[src/rtl/alu_issue_ctrl.sv]
// rtl/alu_issue_ctrl.sv - issue/writeback controller for the 9-bit ALU datapath
// Three-state sequencer: accept, execute, write back; owns the 8 x 9-bit register file.
module alu_issue_ctrl (
  input  logic        clk,
  input  logic        rst_n,
  input  logic        in_valid,
  output logic        in_ready,
  input  logic [11:0] in_instr,
  output logic [8:0]  alu_a,
  output logic [8:0]  alu_b,
  output logic [1:0]  alu_sel,
  input  logic [8:0]  alu_result,
  output logic        done,
  output logic [8:0]  out_result,
  output logic        eq_flag,
  input  logic [2:0]  dbg_addr,
  output logic [8:0]  dbg_data
);

  typedef enum logic [1:0] {
    IDLE = 2'd0,
    EXEC = 2'd1,
    WB   = 2'd2
  } state_t;

  localparam logic [1:0] OP_EQ = 2'b10;

  state_t     state;
  logic [8:0] rf [8];
  logic [1:0] op_q;
  logic [2:0] rd_q;

  logic [1:0] f_op;
  logic [2:0] f_rd;
  logic [2:0] f_ra;
  logic [2:0] f_rb;
  logic [8:0] ra_val;
  logic [8:0] rb_val;
  logic       unused_rsvd;

  assign f_op        = in_instr[11:10];
  assign f_rd        = in_instr[8:6];
  assign f_ra        = in_instr[5:3];
  assign f_rb        = in_instr[2:0];
  assign unused_rsvd = in_instr[9];

  // r0 is hardwired to zero on every read port, whatever its storage holds
  assign ra_val   = (f_ra == 3'd0) ? 9'd0 : rf[f_ra];
  assign rb_val   = (f_rb == 3'd0) ? 9'd0 : rf[f_rb];
  assign dbg_data = (dbg_addr == 3'd0) ? 9'd0 : rf[dbg_addr];

  always_ff @(posedge clk or negedge rst_n) begin
    if (!rst_n) begin
      state      <= IDLE;
      in_ready   <= 1'b1;
      done       <= 1'b0;
      out_result <= 9'd0;
      eq_flag    <= 1'b0;
      alu_a      <= 9'd0;
      alu_b      <= 9'd0;
      alu_sel    <= 2'd0;
      op_q       <= 2'd0;
      rd_q       <= 3'd0;
      for (int i = 0; i < 8; i++) begin
        rf[i] <= 9'd0;
      end
    end else begin
      case (state)
        IDLE: begin
          if (in_valid) begin
            op_q     <= f_op;
            rd_q     <= f_rd;
            alu_a    <= ra_val;
            alu_b    <= rb_val;
            alu_sel  <= f_op;
            in_ready <= 1'b0;
            state    <= EXEC;
          end
        end
        EXEC: begin
          out_result <= alu_result;
          done       <= 1'b1;
          state      <= WB;
        end
        WB: begin
          done     <= 1'b0;
          in_ready <= 1'b1;
          state    <= IDLE;
          if (op_q == OP_EQ) begin
            eq_flag <= out_result[0];
          end else if (rd_q != 3'd0) begin
            rf[rd_q] <= out_result;
          end
        end
        default: begin
          done     <= 1'b0;
          in_ready <= 1'b1;
          state    <= IDLE;
        end
      endcase
    end
  end

endmodule

[config.mk]
export PLATFORM = sky130hd
export DESIGN_NAME = alu_issue_ctrl
export DESIGN_NICKNAME = d
export VERILOG_FILES = /design/src/rtl/alu_issue_ctrl.sv
export SDC_FILE = /design/constraint.sdc
export NUM_CORES = 1
export LEC_CHECK = 0
export CORE_ASPECT_RATIO = 0.75
export CORE_MARGIN = 2
export CORE_UTILIZATION = 45
export DETAILED_ROUTE_END_ITERATION = 16
export PLACE_DENSITY = 0.7
export SYNTH_ARGS = -nofsm -noshare
export SYNTH_HDL_FRONTEND = slang
export SYNTH_SLANG_ARGS = --single-unit
[constraint.sdc]
create_clock -name clk -period 1.6 [get_ports clk]
set_input_delay 0.32 -clock clk [delete_from_list [all_inputs] [get_ports clk]]
set_output_delay 0.32 -clock clk [all_outputs]
set_load 0.05 [all_outputs]
Yosys cells after proc, flatten, opt, wreduce, memory -nomap -nowiden
Cells that the tools add are included.
- input bits: 27
- register bits: 109
- output and inout bits: 41
- logic and storage cells: 62
- reduce and logical (&&, ||, !) cells: 10
- $lt $le $gt $ge: 5
- bitwise gates (word level): 6
- eq/ne operators: 4
- muxes and demuxes: 20
- operator list (kind ; count):
    9-bit two-way mux ; 10
    9-bit binary-select mux with 3-bit select ; 3
    72-bit bitwise mux ; 1
    9-bit demux with 3-bit select ; 1
    4-bit greater-or-equal comparator (second input constant) ; 4
    3-bit NOT with 4-bit output ; 4
    3-bit logical NOT ; 3
    2-bit AND reduction ; 3
    2-bit equality test (second input constant) ; 2
    4-bit by 1-bit < comparator with 1-bit output (second input constant) ; 1
    1-bit one-hot mux with 2 select lines ; 2
    2-bit one-hot mux with 2 select lines ; 1
    3-bit AND reduction ; 1
    3-bit nonzero test ; 1
    2-bit by 1-bit equality test with 1-bit output (second input constant) ; 1
    2-bit logical NOT ; 1
    2-bit two-way mux ; 1
    2-bit != test (second input constant) ; 1
    1-bit NOT ; 2
    1-bit logical AND ; 1
    1-bit two-way mux ; 1

Longest topological paths before layout
- word-level depth: 6
- depth in mapped cells: 6
- gate-level depth less buffers: 5

Worst setup path after synthesis
OpenSTA, ideal clock, no wires.
- path kind: input to output
- from: input port dbg_addr[0]
- to: output port dbg_data[6]
- cell stages on the path: 4
- required time: 1.280 ns
- arrival time: 2.009 ns
- buffers on the path: 2
- setup slack: -0.729 ns
- path through: buf_2 > buf_2 > a22oi_1 > o21ai_0
- cells in the longest elaborated chain, start to end: 5
- elaborated cells between the ends (all ways): 6
- those cells by class: mux (4); bitwise (1); reduce/logical (1)
- ends and longest elaborated chain (item ; line ; RTL):
    start, declared ; 16 ; input logic [2:0] dbg_addr,
    3-bit NOT with 4-bit output (implied by the code) ; 50 ; assign dbg_data = (dbg_addr == 3'd0) ? 9'd0 : rf[dbg_addr];
    9-bit binary-select mux with 3-bit select ; 50 ;
    9-bit two-way mux (implied by the code) (2 in series) ; 50 ;
    9-bit two-way mux * ; 50 ;
    end, declared ; 17 ; output logic [8:0] dbg_data
Every way passes the cells marked *; elsewhere a longest branch is shown, timed or not. The select of a mux whose other input is x is not followed.

Final worst setup path
- from: register rf[23] (netlist bit)
- to: output port dbg_data[5]
- cells in the longest elaborated chain, start to end: 4
- ends and longest elaborated chain (item ; line ; RTL):
    start, declared ; 29 ; logic [8:0] rf [8];
    start signal, assigned by index ; 92 ; rf[rd_q] <= out_result;
    9-bit binary-select mux with 3-bit select ; 50 ;
    9-bit two-way mux (implied by the code) (2 in series) ; 50 ;
    9-bit two-way mux ; 50 ;
Every way passes these cells. The select of a mux whose other input is x is not followed.

==> qor.txt <==
Number of warnings issued by yosys - 0
Routed vias - 4535
Worst-Skew Late Latency - 0.35 ns
Layout Nets - 615
Maximum clock frequency - 534 MHz
Share of the clock period used by the worst path - 1.17
Cell type contributing the most total cell area after synthesis - dfrtp_1
Commonest cells in the netlist - dfrtp_1 (99), mux2_2 (98), nand2_1 (37)
Initial DRT Pass Iterations - 5
Layout-stage area growth over the synthesis result - 52.5%
Antenna cells - 0
Last weighted congestion value of the routability-driven placer - 0.903
I/O pins - 68
Period minus WS final - 1.87 ns
Outcome - finished with violations
Class of the most critical setup path - reg -> out
Remaining global-route overflow - 0
Multi-input logic area - 0.00294 sq mm
Proportion of synthesized chip area in sequential cells - 0.475
Starting Density - 0.457
Die height - 97.8 um
Post-synth EDFFs - 0
Slew HR - 0.624
Residual DRC - 0
Synthesized area per cell - 12.5 sq um
Core occupancy in the finished layout - 0.698
Die X-Extent - 129 um
FF/Latch Area - 0.00251 sq mm
All-layer global routing usage - 0.301
Synth unique cells - 38
Signal arrival time at the worst endpoint - 1.55 ns
Post-synth design cell area - 0.00527 sq mm
Cell at the root of the clock tree - clkbuf_16
Worst stage delay on the critical path - 0.49 ns
Largest cells by area after synthesis - dfrtp_1 (47%), mux2_2 (21%), mux2i_1 (6.3%), mux4_2 (4.7%), nand2_1 (2.6%)
Endpoint required time on the critical path - 1.28 ns
Max-Cap Viols - 0
Fraction of layout cells with a size suffix above 1 - 0.553
Ratio of total power to cell area - 1680 mW/mm^2
CTS clk-pin slew, worst paths - 0.07 ns
Detail-routed net length per standard cell - 24.1 um
Top-count cell post-synth - dfrtp_1
Synthesized net count - 448
Least setup slack across all paths after layout - -0.273 ns
VDD IR max - 0.975 mV
Number of antenna violations at the first check in global routing - 0
Post-Synthesis Cells - 421
Setup TNS after final layout - -6.95 ns
Crit-path slowest cell - mux4_2
Fill cell count - 798
Routed wire length - 18200 um
Core Area - 0.0115 sq mm
Final number of setup-violating endpoints - 47
Worst slew pin tran - 0.561 ns
Area fraction of the dominant cell type after synthesis - 0.470
Unrepaired setup endpoints after global routing - true
Worst slack, placed - -0.686 ns
Number of failing hold endpoints at the final stage - 0
Hold Path Class - in -> async
Post-place instance area - 0.00700 sq mm
Cell row count - 34
Synthesis-stage register bit count - 100
Via-to-Cell Ratio - 6.01
Share of flip-flops with an asynchronous set or reset after synthesis - 1.00
Crit path cell chain - mux4_2 -> nand2_2 -> o21ai_2 -> buf_12
Port Buffer Count - 66
Max-slew violations - 0
Worst-path fanout max - 4
First-pass GRT wire length - 28000 um
Max Buffers Root-to-Sink - 2
Number of buffers created by CTS - 9
Crit path capture type - primary output
Cell type group with the largest total delay on the critical path - multiplexers
Most instantiated flip-flop cell in the synthesis netlist - dfrtp_1
Number of H-tree levels - 3
Area enclosed by the die boundary - 0.0126 sq mm
CP startpoint kind - flip-flop
Final non-filler cell area - 0.00804 sq mm
Dpl hpwl - 10300 um
DRT antenna net count - 0
Worst Skew - 0.00697 ns
Maximum number of pins on one net before global-route repair - 29
Clock sink count - 100
Number of DRC markers after the initial detailed-route iteration - 434
CTS tree - done
Reported leakage power - 3.76 nW
Hold WS - 0.456 ns
Number of global-route vias before repair - 4777
Sum of buffers and inverters on the critical path - 1
Violated checks - negative setup slack
through the flow:
step           power [mW]  instances
6_report             13.5        755
5_1_grt              14.0        755
4_1_cts              13.2        755
3_5_place_dp         10.3        685
3_3_place_gp         10.1        685
2_1_floorplan        7.66        421
report_power, final:
| group | leakage, nW | internal (mW) | switching, mW |
|---|---|---|---|
| Sequential | 1.27 | 3.50 | 1.12 |
| Combinational | 2.37 | 3.75 | 3.15 |
| Clock | 0.119 | 1.06 | 0.898 |
routing by layer:
metal	wire length [um]	GRT usage	vias to the layer above
li1	-	-	1919
met1	7450	0.401	2288
met2	8440	0.472	260
met3	1500	0.0805	68
met4	799	0.118	0
met5	0	0	-
kinds of logic after synthesis:
kind of cell / synth area share
muxes: 0.325
DFF: 0.475
and+or+nand+nor: 0.0712
AOI/OAI and AO/OA: 0.0954
buffers and inverters: 0.0335
what timing repair did:
| action | in CTS | in global routing |
|---|---|---|
| pin swaps | 18 | 6 |
| endpoints found under the setup margin | 79 | 70 |
| gates resized for setup | 85 | 16 |
| hold buffers | 1 | 0 |
| endpoints found under the hold margin | 23 | 0 |
| setup buffers | 44 | 5 |
| cloned | 9 | 0 |
flip-flops by register name, summed over array words and instances, names as in the netlist:
register / count
op_q: 2
rf: 63
alu_a: 9
state: 2
eq_flag: 1
in_ready: 1
rd_q: 3
alu_b: 9
out_result: 9
done: 1
area by class of cell:
class	instances	area share
multi-input combinational	291	0.366
sequential	100	0.312
timing repair buffer	185	0.266
clock buffer	16	0.0313
tap	162	0.0252
inverter	1	0.000467
path summary, 6_finish.rpt:
path	to	slack, ns	depth (start not counted)	from
worst max register to register	rf[34]	-0.20	6	state[0]
worst max-delay path	dbg_data[5]	-0.27	4	rf[23]
worst min register to register	alu_a[5]	0.49	2	alu_a[5]
max in group asynchronous	rf[60]	0.52	3	rst_n
worst min-delay path	rf[8]	0.46	2	rst_n
min in group clk	alu_a[5]	0.49	2	alu_a[5]
worst register-to-register path: cells and delay by family (launching register included):
kind	cells	cell delay, ns
buffers and inverters	2	0.38
DFF	1	0.39
muxes	1	0.32
and+or+nand+nor	3	0.59
placed cells by master, fill, tap and decap left out, drive strengths merged, types with 2 or more instances in the layout:
master and instances:
a22oi 14, o22a 7, mux2 101, bufbuf 2, nand2 38, o22ai 9, o221ai 6, a211oi 2
buf 160, clkdlybuf4s50 17, nand2b 4, a21oi 4, mux4 11, nor3b 3, nor2b 4, nor2 16
nand3b 5, nand3 2, a221oi 10, mux2i 33, clkbuf 16, dfrtp 99, o21ai 15, dlygate4sd2 5
o31ai 2
(Power assumes the default switching activity.)
